`src/rtl/loader_pkg.sv`:
```
// loader_pkg: shared constants, header field positions, FSM state
// encoding and the decoded-header record for instr_rom_loader.
package loader_pkg;

    localparam logic [7:0] LOAD_MAGIC    = 8'hA5;
    localparam logic [7:0] RELEASE_MAGIC = 8'h5A;

    // Header word layout: [31:24] magic, [23:8] count, [3:0] node id.
    // Bits [7:4] are reserved and ignored.
    localparam int HDR_MAGIC_HI = 31;
    localparam int HDR_MAGIC_LO = 24;
    localparam int HDR_CNT_HI   = 23;
    localparam int HDR_CNT_LO   = 8;
    localparam int HDR_NODE_HI  = 3;
    localparam int HDR_NODE_LO  = 0;

    typedef enum logic [1:0] {
        ST_IDLE  = 2'd0,
        ST_LOAD  = 2'd1,
        ST_CHECK = 2'd2,
        ST_DONE  = 2'd3
    } state_t;

    typedef struct packed {
        logic        is_load;
        logic        is_release;
        logic [3:0]  node;
        logic [15:0] count;
        logic        valid;
    } hdr_t;

endpackage

```
`src/rtl/loader_hdr_decode.sv`:
```
// loader_hdr_decode: purely combinational header classification.
// Takes the header fields already sliced out of the host word and
// reports the opcode, the target node, the word count and whether the
// header is legal for this array size / memory depth.
module loader_hdr_decode
    import loader_pkg::*;
#(
    parameter int NODE_COUNT = 9,
    parameter int ROM_SIZE   = 128
)(
    input  logic [7:0]  i_magic,
    input  logic [15:0] i_count,
    input  logic [3:0]  i_node,
    output hdr_t        o_hdr
);

    logic w_node_ok;
    logic w_cnt_ok;

    assign w_node_ok = (32'(i_node) < NODE_COUNT);
    // A load must carry at least one word and must fit in the memory,
    // which is what keeps the write address from ever wrapping.
    assign w_cnt_ok  = (i_count != 16'd0) && (32'(i_count) <= ROM_SIZE);

    // Classify the header; release needs only a legal node id.
    always_comb begin
        o_hdr            = '0;
        o_hdr.is_load    = (i_magic == LOAD_MAGIC);
        o_hdr.is_release = (i_magic == RELEASE_MAGIC);
        o_hdr.node       = i_node;
        o_hdr.count      = i_count;
        o_hdr.valid      = w_node_ok &&
                           (o_hdr.is_release || (o_hdr.is_load && w_cnt_ok));
    end

endmodule

```
`src/rtl/instr_rom_loader.sv`:
```
// instr_rom_loader: streams instruction words from the host link into
// the per-node instruction memories and holds each core in reset until
// its program is in place.
// Optional feature macro: LOADER_CHECKSUM_EN -- adds a trailing XOR
// checksum word per LOAD frame and a CHECK state that verifies it.
module instr_rom_loader
    import loader_pkg::*;
#(
    parameter int NODE_COUNT = 9,
    parameter int ROM_SIZE   = 128,
    parameter int ADDR_W     = $clog2(ROM_SIZE)
)(
    input  logic                  clk,
    input  logic                  rst_n,
    input  logic                  s_valid,
    input  logic [31:0]           s_data,
    output logic                  s_ready,
    output logic                  mem_we,
    output logic [3:0]            mem_node,
    output logic [ADDR_W-1:0]     mem_addr,
    output logic [31:0]           mem_wdata,
    output logic [NODE_COUNT-1:0] core_hold,
    output logic                  busy,
    output logic                  err
);

    state_t                r_state;
    state_t                w_next;

    logic [3:0]            r_node;
    logic [15:0]           r_count;
    logic [ADDR_W-1:0]     r_addr;

    logic                  r_we;
    logic [3:0]            r_wnode;
    logic [ADDR_W-1:0]     r_waddr;
    logic [31:0]           r_wdata;

    logic [NODE_COUNT-1:0] r_hold;
    logic                  r_err;

    hdr_t                  w_hdr;
    logic                  w_hdr_acc;
    logic                  w_hdr_load;
    logic                  w_hdr_rel;
    logic                  w_hdr_bad;
    logic                  w_data_acc;
    logic                  w_last;
    logic                  w_ck_fail;

    loader_hdr_decode #(
        .NODE_COUNT (NODE_COUNT),
        .ROM_SIZE   (ROM_SIZE)
    ) u_hdr_decode (
        .i_magic (s_data[HDR_MAGIC_HI:HDR_MAGIC_LO]),
        .i_count (s_data[HDR_CNT_HI:HDR_CNT_LO]),
        .i_node  (s_data[HDR_NODE_HI:HDR_NODE_LO]),
        .o_hdr   (w_hdr)
    );

    // Ready never looks at s_valid: only the one-cycle DONE state stalls.
    assign s_ready    = (r_state != ST_DONE);
    assign busy       = (r_state != ST_IDLE);

    assign w_hdr_acc  = (r_state == ST_IDLE) && s_valid;
    assign w_hdr_load = w_hdr_acc && w_hdr.valid && w_hdr.is_load;
    assign w_hdr_rel  = w_hdr_acc && w_hdr.valid && w_hdr.is_release;
    assign w_hdr_bad  = w_hdr_acc && !w_hdr.valid;
    assign w_data_acc = (r_state == ST_LOAD) && s_valid;
    assign w_last     = (16'(r_addr) == (r_count - 16'd1));

`ifdef LOADER_CHECKSUM_EN
    logic [31:0] r_xor;

    // Running XOR of the data words; restarts on every LOAD header.
    always_ff @(posedge clk or negedge rst_n) begin
        if (!rst_n)          r_xor <= '0;
        else if (w_hdr_load) r_xor <= '0;
        else if (w_data_acc) r_xor <= r_xor ^ s_data;
    end

    assign w_ck_fail = (r_state == ST_CHECK) && s_valid && (s_data != r_xor);
`else
    assign w_ck_fail = 1'b0;
`endif

    // State register.
    always_ff @(posedge clk or negedge rst_n) begin
        if (!rst_n) r_state <= ST_IDLE;
        else        r_state <= w_next;
    end

    // Next-state logic.
    always_comb begin
        w_next = r_state;
        unique case (r_state)
            ST_IDLE: begin
                if (w_hdr_load) w_next = ST_LOAD;
            end
            ST_LOAD: begin
`ifdef LOADER_CHECKSUM_EN
                if (s_valid && w_last) w_next = ST_CHECK;
`else
                if (s_valid && w_last) w_next = ST_DONE;
`endif
            end
            ST_CHECK: begin
`ifdef LOADER_CHECKSUM_EN
                if (s_valid) w_next = w_ck_fail ? ST_IDLE : ST_DONE;
`else
                w_next = ST_IDLE;
`endif
            end
            ST_DONE: begin
                w_next = ST_IDLE;
            end
            default: begin
                w_next = ST_IDLE;
            end
        endcase
    end

    // Frame context: latch target and length on a LOAD header, then
    // step the write address per data word (held at the last slot).
    always_ff @(posedge clk or negedge rst_n) begin
        if (!rst_n) begin
            r_node  <= '0;
            r_count <= '0;
            r_addr  <= '0;
        end else if (w_hdr_load) begin
            r_node  <= w_hdr.node;
            r_count <= w_hdr.count;
            r_addr  <= '0;
        end else if (w_data_acc && !w_last) begin
            r_addr  <= r_addr + ADDR_W'(1);
        end
    end

    // Registered memory write port: one strobe per accepted data word.
    always_ff @(posedge clk or negedge rst_n) begin
        if (!rst_n) begin
            r_we    <= 1'b0;
            r_wnode <= '0;
            r_waddr <= '0;
            r_wdata <= '0;
        end else begin
            r_we <= w_data_acc;
            if (w_data_acc) begin
                r_wnode <= r_node;
                r_waddr <= r_addr;
                r_wdata <= s_data;
            end
        end
    end

    // Per-core hold: set by LOAD, cleared by RELEASE or leaving DONE.
    // A failed checksum never reaches DONE, so that core stays held.
    always_ff @(posedge clk or negedge rst_n) begin
        if (!rst_n) begin
            r_hold <= '1;
        end else begin
            for (int i = 0; i < NODE_COUNT; i++) begin
                if (w_hdr_load && (w_hdr.node == 4'(i)))
                    r_hold[i] <= 1'b1;
                else if (w_hdr_rel && (w_hdr.node == 4'(i)))
                    r_hold[i] <= 1'b0;
                else if ((r_state == ST_DONE) && (r_node == 4'(i)))
                    r_hold[i] <= 1'b0;
            end
        end
    end

    // Sticky error: set by a bad header or checksum, cleared by a good header.
    always_ff @(posedge clk or negedge rst_n) begin
        if (!rst_n)                      r_err <= 1'b0;
        else if (w_hdr_bad || w_ck_fail) r_err <= 1'b1;
        else if (w_hdr_acc)              r_err <= 1'b0;
    end

    assign mem_we    = r_we;
    assign mem_node  = r_wnode;
    assign mem_addr  = r_waddr;
    assign mem_wdata = r_wdata;
    assign core_hold = r_hold;
    assign err       = r_err;

endmodule

```
`config.mk`:
```
export PLATFORM = sky130hd
export DESIGN_NAME = instr_rom_loader
export DESIGN_NICKNAME = d
export VERILOG_FILES = /design/src/rtl/loader_pkg.sv /design/src/rtl/loader_hdr_decode.sv /design/src/rtl/instr_rom_loader.sv
export SDC_FILE = /design/constraint.sdc
export NUM_CORES = 1
export LEC_CHECK = 0
export CAP_MARGIN = 20
export CORE_MARGIN = 1.5
export CORE_UTILIZATION = 45
export DETAILED_ROUTE_END_ITERATION = 8
export DONT_BUFFER_PORTS = 1
export HOLD_SLACK_MARGIN = 0.12
export PLACE_DENSITY = 0.7
export SLEW_MARGIN = 40
export SYNTH_ARGS = -nofsm -noshare
export SYNTH_HDL_FRONTEND = slang
export SYNTH_HIERARCHICAL = 1
export SYNTH_SLANG_ARGS = --single-unit
```
`constraint.sdc`:
```
create_clock -name clk -period 6.2 [get_ports clk]
set_input_delay 1.24 -clock clk [delete_from_list [all_inputs] [get_ports clk]]
set_output_delay 1.24 -clock clk [all_outputs]
set_load 0.05 [all_outputs]
```
==> flow_summary.yaml <==
pwr:
  combPwrFrac_pct: 11.7
  power_w: 0.001361
  power_frac_clock_pct: 29.8
  switching_power_w: 0.0004963
  switching_share_pct: 36.45
  ir_drop_v: 0.0001141
  p_per_area_mw_per_mm2: 324.3
  p_seq_share_pct: 58.5
  p_int_w: 0.0008651
  p_leak_nw: 2.032
die:
  coreArea_mm2: 0.008678
  ios: 91
  fp.dieH_um: 97.62
  initial_core_util_pct: 46.42
  die_area_mm2: 0.009530
  chipWidth_um: 97.62
  row_count: 34
min_path:
  hold_depth: 1
  min_to: "r_state[0]$_DFFE_PN0P_"
  hold_path_class: "reg2reg"
  hold_start: "r_state[1]$_DFFE_PN0P_"
synthesis:
  synth-seq-area-share_pct: 51.83
  synth.distinct_cells: 48
  synth_flop_cell: "dfrtp_1"
  synth-warning-count: 6
  ys_top_cells_by_area: "dfrtp_1, nand2_1, dfstp_2, mux2_2, buf_4"
  yosysTopAreaCell: "dfrtp_1"
  synth_seq_cells: 83
  synth_cells: 425
  async_flop_share_pct: 100.0
  syn_area_mm2: 0.004029
  synth_edf_count: 0
  avgSynthCellArea_um2: 9.480
  synth_top_cell_area_share_pct: 45.96
  syn_nets: 462
timing:
  rsz0062_at_grt: "false"
  max_freq_ghz: 0.3401
  fin_ws_ns: 3.259
  fin_crit_sh_pct: 47.43
  fin_skew_ns: 0.01058
  worstMarginPinSlew_ns: 0.7353
  finalSetupViolCount: 0
  fin_setup_tns_ns: 0
  fin_crit_ns: 2.941
  slew-limit-headroom_pct: 50.53
  final_hold_viol_count: 0
  finalMaxSlewViolations: 0
clock_tree:
  ctsResizeCount: 0
  htreeDepth: 3
  clkSinkCount: 83
  insertion_delay_ns: 0.35
  post_cts_buffers: 0
  cts_hold_buf: 0
  clk_pin_slew_ns: 0.09
  tritoncts: "yes"
  cts_buffers: 9
  cts-root-buf: "clkbuf_8"
  clk_path_buf_depth: 2
layout:
  drive_gt1_share_pct: 14.81
  design_area_mm2: 0.004198
  diodes: 0
  n_fill_cell: 839
  post-route-util_pct: 48.37
  syn2layout_area_growth_pct: 4.193
  nets: 444
place:
  dpl.hpwl_um: 6194
  portBuffers: 0
  gp_congestion: 0.8930
  placed_cell_area_mm2: 0.003991
  dpl_worst_slack_ns: 2.893
detailed_routing:
  num_vias: 2909
  vias_per_cell: 5.594
  routed_wl_um: 9047
  route.detailed.drc: 0
  antenna_left: 0
  wl_per_cell_um: 17.40
  first_iter_violations: 186
  firstDrtPassIters: 4
critical_path:
  worstPathMaxFanout: 33
  worstReg2RegEnd: "r_addr[6]$_DFFE_PN0P_"
  r2r-start: "r_count[2]$_DFFE_PN0P_"
  reg2reg_depth: 6
  crit_type: "in2reg"
  cp-end-kind: "flop"
  r2r_slack_ns: 3.82
  crit_arrival_ns: 3.24
  cp-start-kind: "input port"
  crit_required_ns: 6.49
global_route:
  grt.total_usage_pct: 19.35
  overflow: 0
  grt_pass1_vias: 2865
  antenna_found_initial: 0
  grt_pass1_wl_um: 14540
  grt_max_degree: 84
run_status:
  outcome: "finished, final reports clean"
run:
  drv_cap: 0
[power by group through the flow]
stage                     Sequential, W  Combinational, W  Clock [W]
after CTS                      0.000797          0.000161   0.000418
after global routing           0.000805          0.000181   0.000441
after global placement         0.000805          0.000152          0
final                          0.000796          0.000159   0.000406
after detailed placement       0.000807          0.000160          0
after floorplan                0.000784          0.000147          0
[placed cells by master, fill, tap and decap left out, types with 2 or more instances in the layout]
cell type | synthesis | routed
nor2_1 | 14 | 14
nor4_1 | 3 | 3
ha_1 | 2 | 2
o21ai_0 | 5 | 5
nand2_1 | 161 | 161
dfstp_2 | 9 | 9
or2_2 | 2 | 2
nand3b_1 | 3 | 3
mux2_2 | 20 | 20
inv_6 | 0 | 4
a21oi_1 | 4 | 4
mux2i_1 | 6 | 6
nor2b_1 | 5 | 5
inv_1 | 7 | 7
xor2_1 | 3 | 3
a31oi_1 | 2 | 2
buf_4 | 20 | 3
xnor2_1 | 4 | 4
or3_1 | 5 | 5
clkbuf_8 | 0 | 9
a32o_1 | 7 | 7
or4bb_1 | 2 | 2
nand2b_1 | 4 | 4
nand3_1 | 9 | 9
dfrtp_1 | 74 | 74
nand4bb_1 | 2 | 2
nor3_1 | 10 | 10
clkinv_4 | 0 | 2
o211ai_1 | 3 | 3
nand4_1 | 4 | 4
o21ai_1 | 3 | 3
a21o_1 | 2 | 2
[flip-flops by register name (all words and copies together), names as in the netlist]
name and count:
r_node 4, err 1, mem_we 1, r_state 2, mem_addr 7, mem_wdata 32, core_hold 9, r_count 16
mem_node 4, r_addr 7
[routing by layer]
metal	part of all wire, %	track usage [%]	routed length (um)	vias to the layer above
met2	48	30.72	4325	96
li1	-	-	-	1374
met5	0	0	0	-
met3	7.0	6.259	634	21
met1	42	23.41	3785	1418
met4	3.3	10.33	303	0
[synth_stat cells, types with 3 or more instances]
cell and number:
a21oi_1 4, a32o_1 7, buf_4 20, clkbuf_1 12, dfrtp_1 74, dfstp_2 9
inv_1 7, mux2_2 20, mux2i_1 6, nand2_1 161, nand2b_1 4, nand3_1 9
nand3b_1 3, nand4_1 4, nor2_1 14, nor2b_1 5, nor3_1 10, nor4_1 3
o211ai_1 3, o21ai_0 5, o21ai_1 3, or3_1 5, xnor2_1 4, xor2_1 3
[worst max path at each step]
stage                    start                       end  slack [ns]
floorplan           s_data[16]  core_hold[7]$_DFFE_PN1P_        3.08
global placement    s_data[16]  core_hold[3]$_DFFE_PN1P_        2.96
detailed placement  s_data[16]  core_hold[3]$_DFFE_PN1P_        2.89
CTS                 s_data[16]  core_hold[3]$_DFFE_PN1P_        3.26
global route        s_data[16]  core_hold[2]$_DFFE_PN1P_        3.02
finish              s_data[16]  core_hold[3]$_DFFE_PN1P_        3.26
[critical path: stages]
cell and delay (ns):
or4_4 0.52, nor4_2 0.21, a31oi_1 0.10, a21oi_1 0.18
nand4_1 0.10, buf_4 0.27, nor3_1 0.38, nand3_1 0.13
nand2_1 0.09
[cell type report]
| type | instances | area [um^2] | share of cell area [%] |
|---|---|---|---|
| Sequential cell | 83 | 2088 | 49.75 |
| Multi-Input combinational cell | 303 | 1719 | 40.95 |
| Tap cell | 108 | 135.1 | 3.219 |
| Clock buffer | 9 | 123.9 | 2.951 |
| Clock inverter | 7 | 82.58 | 1.967 |
| Inverter | 7 | 26.28 | 0.6259 |
| Timing Repair Buffer | 3 | 22.52 | 0.5365 |
[cell families after synthesis]
kind of cell               count (synthesis)  share of synthesized area, %
xor gates and xnor gates                   7                         1.522
muxes                                     26                         7.081
and+or+nand+nor                          234                         26.65
AOI/OAI and AO/OA                         34                         6.801
adders and majority gates                  2                        0.6210
DFF                                       83                         51.83
buffers and inverters                     39                         5.497
[metrics by stage]
step | hold WS (ns) | std cells
after global placement | 0.4786 | 504
after global routing | 0.5303 | 520
final | 0.5128 | 520
after floorplan | 0.4607 | 425
after detailed placement | 0.4960 | 504
after CTS | 0.5115 | 520
No activity file was read; power rests on OpenSTA's default activity.
